===== config.mk =====
export PLATFORM = sky130hd
export DESIGN_NAME = sparse_dot_seq
export DESIGN_NICKNAME = d
export VERILOG_FILES = /design/src/rtl/sparse_dot_seq.sv
export SDC_FILE = /design/constraint.sdc
export NUM_CORES = 2
export LEC_CHECK = 0
export ABC_AREA = 1
export BUFFER_PORTS_ARGS = -buffer_cell sky130_fd_sc_hd__buf_2
export CORE_MARGIN = 1.5
export CORE_UTILIZATION = 40
export DETAILED_ROUTE_END_ITERATION = 6
export PLACE_DENSITY = 0.63
export SLEW_MARGIN = 20
export SYNTH_ARGS = -nofsm -noshare
export SYNTH_HDL_FRONTEND = slang
export SYNTH_SLANG_ARGS = --single-unit

===== constraint.sdc =====
create_clock -name clk -period 7.5 [get_ports clk]
set_clock_uncertainty 0.15 [all_clocks]
set_input_delay 0.75 -clock clk [delete_from_list [all_inputs] [get_ports clk]]
set_output_delay 0.75 -clock clk [all_outputs]
set_load 0.01 [all_outputs]

===== src/rtl/sparse_dot_seq.sv =====
// Job sequencer for a 2:4-sparse dot product: selects two mask-marked operands per group, multiplies, accumulates.
// Optional SPARSE_DOT_SAT_EN: saturating accumulator plus a sticky sat_flag output.
module sparse_dot_seq #(
  parameter int DW    = 16,
  parameter int ACCW  = 40,
  parameter int LEN_W = 8
) (
  input  logic             clk,
  input  logic             rst,
  input  logic             start,
  input  logic [LEN_W-1:0] len,
  output logic             busy,
  input  logic             in_valid,
  output logic             in_ready,
  input  logic [3:0]       maskin,
  input  logic [DW-1:0]    ain0,
  input  logic [DW-1:0]    ain1,
  input  logic [DW-1:0]    ain2,
  input  logic [DW-1:0]    ain3,
  input  logic [DW-1:0]    w0,
  input  logic [DW-1:0]    w1,
  output logic             out_valid,
  input  logic             out_ready,
  output logic [ACCW-1:0]  out_sum,
  output logic             mask_err
`ifdef SPARSE_DOT_SAT_EN
  ,
  output logic             sat_flag
`endif
);

  localparam logic [1:0] S_IDLE  = 2'd0;
  localparam logic [1:0] S_RUN   = 2'd1;
  localparam logic [1:0] S_DRAIN = 2'd2;
  localparam logic [1:0] S_DONE  = 2'd3;

  localparam logic [LEN_W-1:0] CNT_ONE  = LEN_W'(1);
  localparam logic [LEN_W-1:0] CNT_ZERO = '0;

  logic [1:0]          r_state;
  logic [LEN_W-1:0]    r_cnt;
  logic                r_s1_valid;
  logic [2*DW-1:0]     r_p0;
  logic [2*DW-1:0]     r_p1;
  logic [ACCW-1:0]     r_acc;
  logic                r_mask_err;

  logic [DW-1:0]       w_ain [4];
  logic [DW-1:0]       w_lane0;
  logic [DW-1:0]       w_lane1;
  logic [2:0]          w_nsel;
  logic                w_excess;
  logic [2*DW-1:0]     w_p0;
  logic [2*DW-1:0]     w_p1;
  logic [2*DW:0]       w_gsum;
  logic [ACCW-1:0]     w_gext;
  logic [ACCW-1:0]     w_acc_next;
  logic                w_xfer;
  logic                w_start;

  assign w_ain[0] = ain0;
  assign w_ain[1] = ain1;
  assign w_ain[2] = ain2;
  assign w_ain[3] = ain3;

  // Walk the mask from bit 0 up; the first two set bits feed lane0/lane1, any further bit is an error.
  always_comb begin
    w_lane0 = '0;
    w_lane1 = '0;
    w_nsel  = '0;
    for (int i = 0; i < 4; i++) begin
      if (maskin[i]) begin
        if (w_nsel == 3'd0)      w_lane0 = w_ain[i];
        else if (w_nsel == 3'd1) w_lane1 = w_ain[i];
        w_nsel = w_nsel + 3'd1;
      end
    end
  end
  assign w_excess = (w_nsel > 3'd2);

  assign w_p0 = $signed({{DW{w_lane0[DW-1]}}, w_lane0}) * $signed({{DW{w0[DW-1]}}, w0});
  assign w_p1 = $signed({{DW{w_lane1[DW-1]}}, w_lane1}) * $signed({{DW{w1[DW-1]}}, w1});

  assign w_gsum = {r_p0[2*DW-1], r_p0} + {r_p1[2*DW-1], r_p1};
  assign w_gext = {{(ACCW-2*DW-1){w_gsum[2*DW]}}, w_gsum};

`ifdef SPARSE_DOT_SAT_EN
  logic [ACCW:0] w_wide;
  logic          w_ovf;
  logic          r_sat;

  assign w_wide = {r_acc[ACCW-1], r_acc} + {w_gext[ACCW-1], w_gext};
  assign w_ovf  = (w_wide[ACCW] != w_wide[ACCW-1]);
  // The extra top bit holds the true sign when the ACCW-bit result overflowed.
  assign w_acc_next = !w_ovf ? w_wide[ACCW-1:0] :
                      (w_wide[ACCW] ? {1'b1, {(ACCW-1){1'b0}}} : {1'b0, {(ACCW-1){1'b1}}});
  assign sat_flag = r_sat;

  always_ff @(posedge clk) begin
    if (rst)                       r_sat <= 1'b0;
    else if (w_start)              r_sat <= 1'b0;
    else if (r_s1_valid && w_ovf)  r_sat <= 1'b1;
  end
`else
  assign w_acc_next = r_acc + w_gext;
`endif

  assign in_ready  = (r_state == S_RUN) && (r_cnt != CNT_ZERO);
  assign w_xfer    = in_valid && in_ready;
  assign w_start   = (r_state == S_IDLE) && start;
  assign busy      = (r_state != S_IDLE);
  assign out_valid = (r_state == S_DONE);
  assign out_sum   = r_acc;
  assign mask_err  = r_mask_err;

  always_ff @(posedge clk) begin
    if (rst) begin
      r_state <= S_IDLE;
      r_cnt   <= '0;
    end else begin
      case (r_state)
        S_IDLE: begin
          if (start) begin
            r_cnt   <= len;
            r_state <= (len == CNT_ZERO) ? S_DONE : S_RUN;
          end
        end
        S_RUN: begin
          if (w_xfer) begin
            r_cnt <= r_cnt - CNT_ONE;
            if (r_cnt == CNT_ONE) r_state <= S_DRAIN;
          end
        end
        S_DRAIN: r_state <= S_DONE;
        S_DONE:  if (out_ready) r_state <= S_IDLE;
        default: r_state <= S_IDLE;
      endcase
    end
  end

  // Stage 1 registers the products on accept; stage 2 folds them into the accumulator a cycle later.
  always_ff @(posedge clk) begin
    if (rst) begin
      r_s1_valid <= 1'b0;
      r_p0       <= '0;
      r_p1       <= '0;
      r_acc      <= '0;
      r_mask_err <= 1'b0;
    end else begin
      r_s1_valid <= w_xfer;
      if (w_xfer) begin
        r_p0 <= w_p0;
        r_p1 <= w_p1;
      end
      if (w_start) begin
        r_acc      <= '0;
        r_mask_err <= 1'b0;
      end else begin
        if (r_s1_valid)          r_acc      <= w_acc_next;
        if (w_xfer && w_excess)  r_mask_err <= 1'b1;
      end
    end
  end

endmodule

==> flow_summary.yaml <==
outcome:
  outcome: "completed"
critical_path:
  worst-setup-path-type: "primary input to flop"
  rrSetupSlack_ns: 3.31
  crit_buf_inv: 11
  worst_path_largest_cell_delay_ns: 0.66
  path_max_fanout: 6
  r2r-end: "out_sum[35]"
  endpoint_kind: "flop"
  endpoint: "r_p1[31]"
  r2r-start: "r_p0[0]"
  cp_slowest_cell: "fa_2"
  worstPathRequired_ns: 7.68
  arrival_ns: 7.49
  cpMostUsedCell: "inv_1"
  reg2regPathDepth: 22
  start_kind: "primary input"
  cp-startpoint: "maskin[0]"
  path_delay_family: "adder cells"
  cp.depth: 34
global_routing:
  grt_pass1_vias: 28978
  overflow: 0
  grt_max_degree: 64
  grt_pass1_wl_mm: 153
  track_usage_pct: 24.7
  grt_antenna_before_repair: 0
drt:
  routedWlPerCell_um: 16.9
  wirelength_mm: 95.3
  drc: 0
  via_count: 27882
  drt_iter0_drc: 1570
  drt_first_pass_iters: 5
  antenna_left: 0
  via_per_inst: 4.95
flow_run:
  max-cap-violations: 0
layout:
  final_common_cell: "inv_1"
  num_antenna_cells: 0
  nets: 5482
  final_cell_mix: "inv_1 (922), nand2_1 (778), fa_1 (507), nor2_1 (494), buf_4 (356)"
  layoutNonFillerInstCount: 5636
  layout-drive-gt1-share_pct: 19.3
  n_fill_cell: 7565
  areaGrowthSynthToFinish_pct: 20.7
clock_network:
  numClockSinks: 116
  clk_path_buf_depth: 2
  hold_buffers: 0
  cts_root_buffer: "clkbuf_16"
  htree_levels: 4
  clock_latency_ns: 0.44
  tritoncts: "built"
  clkTransAtPathRegs_ns: 0.05
  numCtsBuffers: 17
yosys:
  ys.flop_type: "dfxtp_1"
  syn_area_um2: 30700
  yosys.cell_types.count: 59
  netlist_instances: 4128
  ys_async_sr_fraction_pct: 0
  synthTopCellsByArea: "fa_1 (34%), inv_1 (12%), ha_1 (10%)"
  ys_seq_elements: 116
  yosysTopAreaCellShare_pct: 34.3
  syn_nets: 5017
  yosysWarnings: 0
  avgSynthCellArea_um2: 7.43
  synth_edf_count: 0
  yosysSeqAreaShare_pct: 7.57
  synth_top_cell_by_area: "fa_1"
timing:
  finalCriticalPeriod_ns: 7.30
  max-slew-margin-rel_pct: 46.4
  hold_viol: 0
  worst_pin_slew_ns: 0.804
  fmax_mhz: 137
  setup_viol: 0
  slew_viol_final: 0
  period_share_pct: 97.4
  grt_setup_unrepaired: "true"
floorplanning:
  core_um2: 75900
  die_area_um2: 78400
  start_util_pct: 40.4
  die_h_um: 280
  ios: 157
  rows: 101
  die_w_um: 280
worst_hold_path:
  hold_class: "flop to flop"
  min_path_cells: 2
place:
  dp_hpwl_mm: 81.6
  port_buffers: 156
  dp_cells: 5566
  place.gp.congestion: 0.978
==> final cells by class <==
class                   count  area (um^2)  area share (%)
multi-input cells        2937        25000            67.6
repair buffers            546         4030            10.9
inverters                 972         3720            10.1
flip-flops and latches    116         2320            6.28
well taps                1030         1290            3.48
clock buffers              19          443            1.20
clock inverters            13          156           0.423
repair inverters            3         25.0          0.0676
==> synth_stat cells (17+ instances only) <==
cell type	instances
o21ai_1	28
o221ai_1	22
o21a_1	24
o221ai_2	18
dfxtp_1	116
nand3_1	101
nand2_1	789
a31oi_1	20
o21ai_0	135
nor2_1	541
a21o_1	17
a21oi_1	170
inv_1	943
nand4_1	32
o21bai_1	27
xor2_1	54
buf_2	30
ha_1	250
o21ai_2	17
clkbuf_1	39
xnor2_1	35
nor3_1	29
fa_1	526
==> what timing repair did <==
| action | in CTS | in global routing |
|---|---|---|
| resized for setup | 8 | 225 |
| endpoints found under the setup margin | 10 | 43 |
| pin swaps | 0 | 43 |
| cloned | 0 | 4 |
| buffers inserted | 0 | 35 |
==> through the flow <==
stage / hold WS (ns) / TNS [ns] / util, % / setup WS (ns) / cell area (um^2)
finish: 0.296 / 0 / 48.7 / 0.195 / 37000
CTS: 0.300 / 0 / 47.1 / 0.00276 / 35800
global route: 0.344 / -0.256 / 48.7 / -0.0507 / 37000
global placement: 0.284 / -12.47 / 46.3 / -0.432 / 35100
detailed placement: 0.291 / -14.79 / 46.3 / -0.556 / 35100
floorplan: 0.297 / -0.0407 / - / -0.0407 / 30800
==> per-layer routing <==
metal / GRT usage [%] / vias to the layer above / part of all wire [%]
met4: 5.81 / 0 / 2.4
met1: 31.7 / 13583 / 43
met2: 44.5 / 686 / 50
met5: 0 / - / 0
met3: 2.60 / 133 / 4.9
li1: - / 13480 / -
==> worst min path at each step <==
stage | startpoint | end | slack, ns
6_report | mask_err | mask_err | 0.30
5_1_grt | mask_err | mask_err | 0.34
4_1_cts | mask_err | mask_err | 0.30
3_5_place_dp | mask_err | mask_err | 0.29
3_3_place_gp | mask_err | mask_err | 0.28
2_1_floorplan | r_p1[2] | r_p1[2] | 0.30
==> state kept, by name, indices dropped and copies added (netlist names) <==
register    count
r_state         2
r_s1_valid      1
mask_err        1
out_sum        40
r_p0           32
r_cnt           8
r_p1           32
==> logic make-up after synthesis <==
family	after synthesis	share of synthesized area (%)
AOI/OAI and AO/OA	530	11.2
and+or+nand+nor	1542	20.3
xor gates and xnor gates	89	2.54
DFF	116	7.57
adders and majority gates	776	44.5
buffers and inverters	1075	13.8
==> worst reg2reg max path, cell delays in order (launching register included) <==
cell     delay [ns]
dfxtp_1        0.36
ha_1           0.25
fa_1           0.41
nand3_1        0.12
nand3_2        0.09
nand2_1        0.09
nand2_2        0.08
nand2_1        0.08
nand2_2        0.10
nand2_1        0.11
nand3_1        0.15
nand2_1        0.13
inv_1          0.16
ha_1           0.40
nand2_1        0.11
nor2_1         0.20
nand2_1        0.11
nor4_1         0.45
nand3_1        0.13
nand3_1        0.16
nor2_1         0.05
o21ai_0        0.15
inv_1          0.05
Power is not shown: default switching activity piles up to over one toggle a cycle in this logic, so the estimate is an artifact.
